===== src/rtl/contador_segundos_if.sv =====
// Bus between the seconds stage and its surroundings: run/clear/button
// controls in, seconds value and the tick / minute-advance pulses out.
interface contador_segundos_if;
  logic       enable;
  logic       clearSeg;
  logic       btnMin;
  logic [5:0] segundos;
  logic       modifMin;
  logic       tick;

  modport master (
    output enable, clearSeg, btnMin,
    input  segundos, modifMin, tick
  );

  modport slave (
    input  enable, clearSeg, btnMin,
    output segundos, modifMin, tick
  );
endinterface


===== src/rtl/contador_segundos.sv =====
// Seconds stage of the digital clock: 1 Hz prescaler, 0-59 seconds counter,
// debounced "advance minute" button merged with the carry onto modifMin.
module contador_segundos #(
  parameter int CLK_HZ     = 50_000_000,
  parameter int DEB_CYCLES = 500_000
) (
  input logic                clock,
  input logic                reset,
  contador_segundos_if.slave bus
);

  localparam int PW = $clog2(CLK_HZ);
  localparam int DW = $clog2(DEB_CYCLES + 1);
  localparam logic [PW-1:0] PRESC_MAX = PW'(CLK_HZ - 1);
  localparam logic [DW-1:0] DEB_LAST  = DW'(DEB_CYCLES - 1);

  // Bit 1 of the state is the modifMin flop itself, bit 0 the pending flag.
  typedef enum logic [1:0] {
    ARB_IDLE       = 2'b00,
    ARB_PEND       = 2'b01,
    ARB_PULSE      = 2'b10,
    ARB_PULSE_PEND = 2'b11
  } arbState_t;

  arbState_t       arbState, arbNext;
  logic [PW-1:0]   presc;
  logic [5:0]      segCount;
  logic            tickReg;
  logic            syncA, syncB;
  logic [DW-1:0]   debCount;
  logic            debLevel, debPrev;
  logic            tickNow, carry, manReq, reqAny;

  assign tickNow = bus.enable && (presc == PRESC_MAX);
  assign carry   = tickNow && !bus.clearSeg && (segCount == 6'd59);
  assign manReq  = debLevel && !debPrev;
  assign reqAny  = manReq || arbState[0];

  assign bus.segundos = segCount;
  assign bus.tick     = tickReg;
  assign bus.modifMin = arbState[1];

  // clearSeg outranks the tick so a clear on the wrap edge never carries.
  always_ff @(posedge clock or posedge reset) begin
    if (reset) begin
      presc    <= '0;
      segCount <= '0;
      tickReg  <= 1'b0;
    end else if (bus.clearSeg) begin
      presc    <= '0;
      segCount <= '0;
      tickReg  <= 1'b0;
    end else if (tickNow) begin
      presc    <= '0;
      tickReg  <= 1'b1;
      segCount <= (segCount == 6'd59) ? 6'd0 : segCount + 6'd1;
    end else begin
      tickReg <= 1'b0;
      if (bus.enable) presc <= presc + 1'b1;
    end
  end

  always_ff @(posedge clock or posedge reset) begin
    if (reset) begin
      syncA    <= 1'b0;
      syncB    <= 1'b0;
      debCount <= '0;
      debLevel <= 1'b0;
      debPrev  <= 1'b0;
    end else begin
      syncA   <= bus.btnMin;
      syncB   <= syncA;
      debPrev <= debLevel;
      if (syncB != debLevel) begin
        if (debCount == DEB_LAST) begin
          debLevel <= ~debLevel;
          debCount <= '0;
        end else begin
          debCount <= debCount + 1'b1;
        end
      end else begin
        debCount <= '0;
      end
    end
  end

  always_ff @(posedge clock or posedge reset) begin
    if (reset) arbState <= ARB_IDLE;
    else       arbState <= arbNext;
  end

  // A carry always wins; a manual request waits for a low cycle and is
  // folded into the single pending slot, so extra presses are dropped.
  always_comb begin
    arbNext = ARB_IDLE;
    if (carry)
      arbNext = reqAny ? ARB_PULSE_PEND : ARB_PULSE;
    else if (!arbState[1] && reqAny)
      arbNext = ARB_PULSE;
    else if (reqAny)
      arbNext = ARB_PEND;
  end

endmodule


===== src/flat_wrapper.sv =====
// flat-port wrapper written by rule: the top's interface ports become plain ports
module contador_segundos_flat 
#(
  parameter int CLK_HZ     = 50_000_000,
  parameter int DEB_CYCLES = 500_000
)
  (clock, reset, bus_enable, bus_clearSeg, bus_btnMin, bus_segundos, bus_modifMin, bus_tick);
  contador_segundos_if bus_i ();
  input logic clock;
  input logic reset;
  input wire logic [$bits(bus_i.enable)-1:0] bus_enable;
  input wire logic [$bits(bus_i.clearSeg)-1:0] bus_clearSeg;
  input wire logic [$bits(bus_i.btnMin)-1:0] bus_btnMin;
  output wire logic [$bits(bus_i.segundos)-1:0] bus_segundos;
  output wire logic [$bits(bus_i.modifMin)-1:0] bus_modifMin;
  output wire logic [$bits(bus_i.tick)-1:0] bus_tick;
  assign bus_i.enable = bus_enable;
  assign bus_i.clearSeg = bus_clearSeg;
  assign bus_i.btnMin = bus_btnMin;
  assign bus_segundos = bus_i.segundos;
  assign bus_modifMin = bus_i.modifMin;
  assign bus_tick = bus_i.tick;
  contador_segundos #(.CLK_HZ(CLK_HZ), .DEB_CYCLES(DEB_CYCLES)) u_core (.clock(clock), .reset(reset), .bus(bus_i));
endmodule

===== config.mk =====
export PLATFORM = sky130hd
export DESIGN_NAME = contador_segundos_flat
export DESIGN_NICKNAME = d
export VERILOG_FILES = /design/src/rtl/contador_segundos_if.sv /design/src/rtl/contador_segundos.sv /design/src/flat_wrapper.sv
export SDC_FILE = /design/constraint.sdc
export NUM_CORES = 1
export LEC_CHECK = 0
export ABC_AREA = 1
export CAP_MARGIN = 15
export CELL_PAD_IN_SITES_DETAIL_PLACEMENT = 1
export CELL_PAD_IN_SITES_GLOBAL_PLACEMENT = 1
export CORE_MARGIN = 2
export CORE_UTILIZATION = 45
export DETAILED_ROUTE_END_ITERATION = 8
export PLACE_DENSITY_LB_ADDON = 0.1
export SETUP_SLACK_MARGIN = 0.3
export SLEW_MARGIN = 20
export SYNTH_ARGS = -nofsm -noshare
export SYNTH_HDL_FRONTEND = slang
export SYNTH_SLANG_ARGS = --single-unit

===== constraint.sdc =====
create_clock -name clock -period 2.5 [get_ports clock]
set_input_delay 0.5 -clock clock [delete_from_list [all_inputs] [get_ports clock]]
set_output_delay 0.5 -clock clock [all_outputs]
set_load 0.05 [all_outputs]

==> results of run 1 <==
## area by class of cell
cell class                 instances  area share
clock buffer                      13      0.0474
clock inverter                     3      0.0119
inverter                          56      0.0564
multi-input combinational        332       0.427
sequential                        58       0.385
tap                               99      0.0328
timing repair buffer              16      0.0395
## repair_timing
item,CTS,global route
setup buffers,0,0
setup endpoints to repair,1,0
resized for setup,1,0
## cells by family after synthesis
group	after synthesis	synth area share
buffers and inverters	59	0.0724
adders and majority gates	3	0.0114
AOI/OAI and AO/OA	24	0.0402
and+or+nand+nor	287	0.389
xor gates and xnor gates	18	0.0477
DFF	58	0.440
## sequential cells by signal, indices dropped and copies added, names as in the netlist
register	count
u_core.presc	26
u_core.debCount	19
u_core.bus.segundos	6
u_core.arbState	2
u_core.bus.tick	1
u_core.debLevel	1
u_core.debPrev	1
u_core.syncA	1
u_core.syncB	1
## through the flow
step                utilization  area [um^2]  worst slack, ps
floorplan                     -         3300              572
global placement          0.495         3550              329
detailed placement        0.495         3550              222
CTS                       0.526         3770              344
global route              0.526         3770              314
finish                    0.526         3770              348
## placed cells by master, fill, tap and decap left out, types with 2 or more instances in the layout
master           synthesis  final
a21oi_1                 11     11
buf_4                    0      4
clkbuf_8                 0     13
clkdlybuf4s50_1          0     11
clkinvlp_4               0      2
dfrtp_1                 58     58
ha_1                     3      3
inv_1                   53     52
inv_2                    2      3
nand2_1                117    117
nand2_2                  3      3
nand3_1                 26     26
nand4_1                 15     15
nor2_1                  89     89
nor2_2                  11     11
nor2_4                   4      4
nor3_1                  13     13
o21ai_0                  7      7
o21ai_1                  2      2
xnor2_1                  3      3
xor2_1                  15     15
## worst min path at each step
stage                         endpoint    startpoint
after global routing      u_core.syncB  u_core.syncA
after floorplan           u_core.syncB  u_core.syncA
after CTS                 u_core.syncB  u_core.syncA
final                     u_core.syncB  u_core.syncA
after detailed placement  u_core.syncB  u_core.syncA
after global placement    u_core.syncB  u_core.syncA
## per-layer routing
metal,wire length (um),vias to the layer above,global-route usage,part of all wire
li1,-,1458,-,-
met2,3830,52,0.358,0.45
met3,288,13,0.0311,0.034
met5,0,-,0,0
met1,4280,1475,0.347,0.50
met4,131,0,0.0841,0.015
## power groups by stage
stage / registers (mW) / logic [mW] / clock network, mW
after global placement: 0.970 / 0.0779 / 0
final: 0.953 / 0.0775 / 0.960
after floorplan: 0.969 / 0.0518 / 0
after global routing: 0.953 / 0.0890 / 1.01
after detailed placement: 0.970 / 0.0805 / 0
after CTS: 0.953 / 0.0811 / 0.975
==> results.py, run 1 <==
metrics = {
    "place": {
        "placed_cells": 561,
        "place.gp.congestion": 0.810,
        "dpl.hpwl_um": 6370,
        "port_buffers": 12,
    },
    "drt": {
        "viasPerCell": 5.20,
        "drt_iter0_markers": 134,
        "num_vias": 2998,
        "drt-total-wl_um": 8530,
        "antenna_left": 0,
        "wl_per_cell_um": 14.8,
        "drcViolationCount": 0,
        "first_pass_iters": 4,
    },
    "pwr": {
        "combPwrFrac": 0.039,
        "ir_drop_mv": 0.299,
        "clkPwrFrac": 0.482,
        "p_int_mw": 1.54,
        "p_leak_nw": 1.66,
        "power_mw": 1.99,
        "p_per_area_nw_per_um2": 528,
        "p_seq_frac": 0.479,
        "netSwitchingFraction": 0.228,
        "p_switching_mw": 0.455,
    },
    "sta": {
        "fin_crit_ps": 2150,
        "final_max_slew_viol_count": 0,
        "max_slew_margin": 0.667,
        "skew_ps": 4.26,
        "rsz0062_at_grt": "false",
        "fin_tns_setup_ps": 0,
        "fmax_mhz": 465,
        "tightest_slew_ps": 498,
        "holdWs_ps": 370,
        "hold_viol": 0,
        "setup_viol": 0,
        "finalCritPeriodShare": 0.861,
    },
    "setup_path": {
        "path_depth": 1,
        "worstSetupPathType": "reg -> out",
        "cp-start-kind": "register",
        "critical_path.top_delay_family": "buffers and inverters",
        "r2r_slack_ps": 610,
        "endpoint_kind": "primary output",
        "r2r-start": "u_core.presc[1]",
        "worstPathCellList": "clkdlybuf4s50_1",
        "cp_max_fo": 6,
        "crit_path_start": "u_core.bus.segundos[0]",
        "slowest_stage": "clkdlybuf4s50_1",
        "cp_data_required_time_ps": 2000,
        "r2r-end": "u_core.bus.segundos[1]",
        "reg2reg_depth": 10,
        "crit_arrival_ps": 1650,
        "slowest_delay_ps": 850,
        "endpoint": "bus_segundos[0]",
        "path_buf_inv": 1,
    },
    "cts": {
        "cts_inserted_buffers": 9,
        "clockBufferDepth": 2,
        "htreeDepth": 3,
        "hold_buffers": 0,
        "cts_tree": "yes",
        "clk_pin_slew_worst_paths_ps": 70,
        "insertion_delay_ps": 340,
        "cts_root_buf": "clkbuf_8",
        "clock_sinks": 58,
    },
    "logic_synthesis": {
        "postSynthCellCount": 449,
        "async_flop_share": 1.00,
        "synth_edf_count": 0,
        "yosysTopAreaCell": "dfrtp_1",
        "ys_seq_elements": 58,
        "syn-cell-area_um2": 3300,
        "ys_top_cells_by_count": "117 x nand2_1, 89 x nor2_1, 58 x dfrtp_1, 53 x inv_1, 26 x nand3_1",
        "syn_area_per_cell_um2": 7.35,
        "synth.most_common_cell": "nand2_1",
        "ys.flop_type": "dfrtp_1",
        "synth_cell_type_count": 33,
        "ys.warnings.count": 0,
        "ys_seq_area_frac": 0.440,
        "synth_area_leaders": "dfrtp_1 44%, nand2_1 13%, nor2_1 10%, inv_1 6.0%, xor2_1 4.0%",
        "synth_nets": 457,
        "yosysTopAreaCellShare": 0.440,
    },
    "global_route": {
        "grt_pass1_vias": 3092,
        "antenna_found_initial": 0,
        "grt_start_max_net_pins": 34,
        "overflow": 0,
        "grtUsageTotal": 0.236,
        "grt_pass1_wl_um": 14500,
    },
    "final_layout": {
        "drive_above_1_share": 0.0962,
        "final_nets": 481,
        "regArea_um2": 1450,
        "instances_no_fill": 577,
        "syn2layout_area_growth_pct": 14.2,
        "fillers": 926,
        "multi_input_area_um2": 1610,
        "n_antenna_cell": 0,
    },
    "hold_path": {
        "min_path_type": "reg -> reg",
        "min_path_cells": 0,
    },
    "job": {
        "drv_cap": 0,
    },
    "die": {
        "ios": 13,
        "row_count": 31,
        "core_um2": 7180,
        "die_area_um2": 8040,
        "start_util": 0.460,
        "fp.dieW_um": 89.7,
        "die_h_um": 89.7,
    },
    "run_status": {
        "status": "complete, no violations",
    },
}
(Power assumes the default switching activity.)
==> inputs of run 2 (changes only) <==
--- a/config.mk
+++ b/config.mk
@@ -10,9 +10,10 @@
 export CELL_PAD_IN_SITES_DETAIL_PLACEMENT = 1
 export CELL_PAD_IN_SITES_GLOBAL_PLACEMENT = 1
 export CORE_MARGIN = 2
-export CORE_UTILIZATION = 45
+export CORE_UTILIZATION = 47
+export CTS_BUF_LIST = sky130_fd_sc_hd__clkbuf_2
 export DETAILED_ROUTE_END_ITERATION = 8
-export PLACE_DENSITY_LB_ADDON = 0.1
+export PLACE_DENSITY = 0.87
 export SETUP_SLACK_MARGIN = 0.3
 export SLEW_MARGIN = 20
 export SYNTH_ARGS = -nofsm -noshare
==> results.py, run 2 (synthesis results as in run 1) <==
metrics = {
    "drt": {
        "drt-total-wl_um": 8230,
        "wl_per_cell_um": 14.3,
        "drt_iter0_markers": 118,
        "drcViolationCount": 0,
        "num_vias": 2964,
        "antenna_left": 0,
        "first_pass_iters": 4,
        "viasPerCell": 5.15,
    },
    "setup_path": {
        "worstSetupPathType": "reg -> out",
        "endpoint_kind": "primary output",
        "slowest_stage": "clkdlybuf4s50_1",
        "r2r-end": "u_core.debCount[17]",
        "r2r_slack_ps": 620,
        "slowest_delay_ps": 790,
        "reg2reg_depth": 8,
        "path_buf_inv": 1,
        "cp-start-kind": "register",
        "crit_arrival_ps": 1630,
        "worstPathCellList": "clkdlybuf4s50_1",
        "cp_data_required_time_ps": 2000,
        "cp_max_fo": 1,
        "critical_path.top_delay_family": "buffers and inverters",
        "r2r-start": "u_core.debCount[0]",
    },
    "final_layout": {
        "fillers": 903,
        "mostFrequentLayoutCells": "117 x nand2_1, 89 x nor2_1, 58 x dfrtp_1",
        "design_area_um2": 3680,
        "n_antenna_cell": 0,
        "largest-register": "u_core.presc",
        "drive_above_1_share": 0.0958,
        "layout_commonest_cell": "nand2_1",
        "final_nets": 483,
        "utilization": 0.542,
        "syn2layout_area_growth_pct": 11.6,
        "largest_reg_flops": 26,
    },
    "sta": {
        "final_max_slew_viol_count": 0,
        "rsz0062_at_grt": "false",
        "finalCritPeriodShare": 0.853,
        "setup_viol": 0,
        "tightest_slew_ps": 588,
        "max_slew_margin": 0.608,
        "hold_viol": 0,
        "fmax_mhz": 469,
        "skew_ps": 25.7,
        "fin_tns_setup_ps": 0,
        "fin_crit_ps": 2130,
    },
    "cts": {
        "cts_root_buf": "clkbuf_2",
        "clk_pin_slew_worst_paths_ps": 180,
        "insertion_delay_ps": 490,
        "postCtsSetupRepairBufs": 0,
        "cts_tree": "yes",
        "htreeDepth": 3,
        "clockBufferDepth": 2,
        "cts_inserted_buffers": 9,
        "clock_sinks": 58,
    },
    "global_route": {
        "grtUsageTotal": 0.240,
        "antenna_found_initial": 0,
        "grt_pass1_wl_um": 14300,
        "overflow": 0,
        "grt_pass1_vias": 3004,
        "grt_start_max_net_pins": 26,
    },
    "die": {
        "row_count": 30,
        "die_h_um": 87.8,
        "core_um2": 6790,
        "start_util": 0.486,
        "ios": 13,
        "fp.dieW_um": 87.8,
        "die_area_um2": 7710,
    },
    "run_status": {
        "status": "complete, no violations",
    },
    "hold_path": {
        "min_path_type": "in -> async",
    },
    "place": {
        "port_buffers": 12,
        "dpl.hpwl_um": 6430,
        "place.gp.congestion": 0.926,
        "place_area_um2": 3590,
    },
    "pwr": {
        "p_per_area_nw_per_um2": 441,
        "ir_drop_mv": 0.299,
        "p_leak_nw": 1.66,
    },
    "job": {
        "drv_cap": 0,
    },
}
==> run 2: changes by cell type in the layout (fill, tap and decap cells not counted), sizes merged <==
cell           before  now
clkdlybuf4s50      11    5
dlygate4sd2         1    7
clkbuf             13   10
clkinv              0    3
buf                 4    6
==> run 2: final cells by class <==
type	count	area (um^2)	share of cell area
Sequential cell	58	1450	0.394
Clock buffer	10	50.0	0.0136
Tap cell	96	120	0.0326
Multi-Input combinational cell	332	1610	0.437
Inverter	56	213	0.0577
Clock inverter	6	57.6	0.0156
Timing Repair Buffer	18	181	0.0492
==> run 2: worst max path at each step <==
| stage | startpoint | slack, ps | end | depth (start not counted) |
|---|---|---|---|---|
| after floorplan | reset | 570 | u_core.arbState[0] | 1 |
| after global placement | bus_enable | 400 | u_core.presc[2] | 9 |
| after detailed placement | bus_enable | 360 | u_core.presc[3] | 9 |
| after CTS | u_core.bus.tick | 340 | bus_tick | 1 |
| after global routing | u_core.bus.tick | 310 | bus_tick | 1 |
| final | u_core.bus.tick | 370 | bus_tick | 1 |
==> run 2: timing repair <==
| action | in CTS | in global routing |
|---|---|---|
| gates resized for setup | 7 | 0 |
| hold buffers | 0 | 0 |
| setup endpoints to repair | 7 | 0 |
==> run 2: stage by stage <==
| stage | power [mW] | std cells | hold slack (ps) | worst slack [ps] |
|---|---|---|---|---|
| floorplan | 1.02 | 449 | 331 | 572 |
| global placement | 1.06 | 560 | 336 | 398 |
| detailed placement | 1.06 | 560 | 369 | 359 |
| CTS | 1.64 | 576 | 366 | 335 |
| global route | 1.69 | 576 | 402 | 312 |
| finish | 1.62 | 576 | 356 | 367 |
==> run 2: where the power goes <==
group | switching [mW] | internal, mW | total (mW)
clock network | 0.358 | 0.226 | 0.584
logic | 0.0598 | 0.0266 | 0.0864
registers | 0.00659 | 0.947 | 0.954
==> run 2: per-layer routing <==
metal	share of wire	track usage	up-vias
met5	0	0	-
met4	0.014	0.0895	0
met3	0.025	0.0349	12
met2	0.47	0.379	37
met1	0.49	0.334	1445
li1	-	-	1470
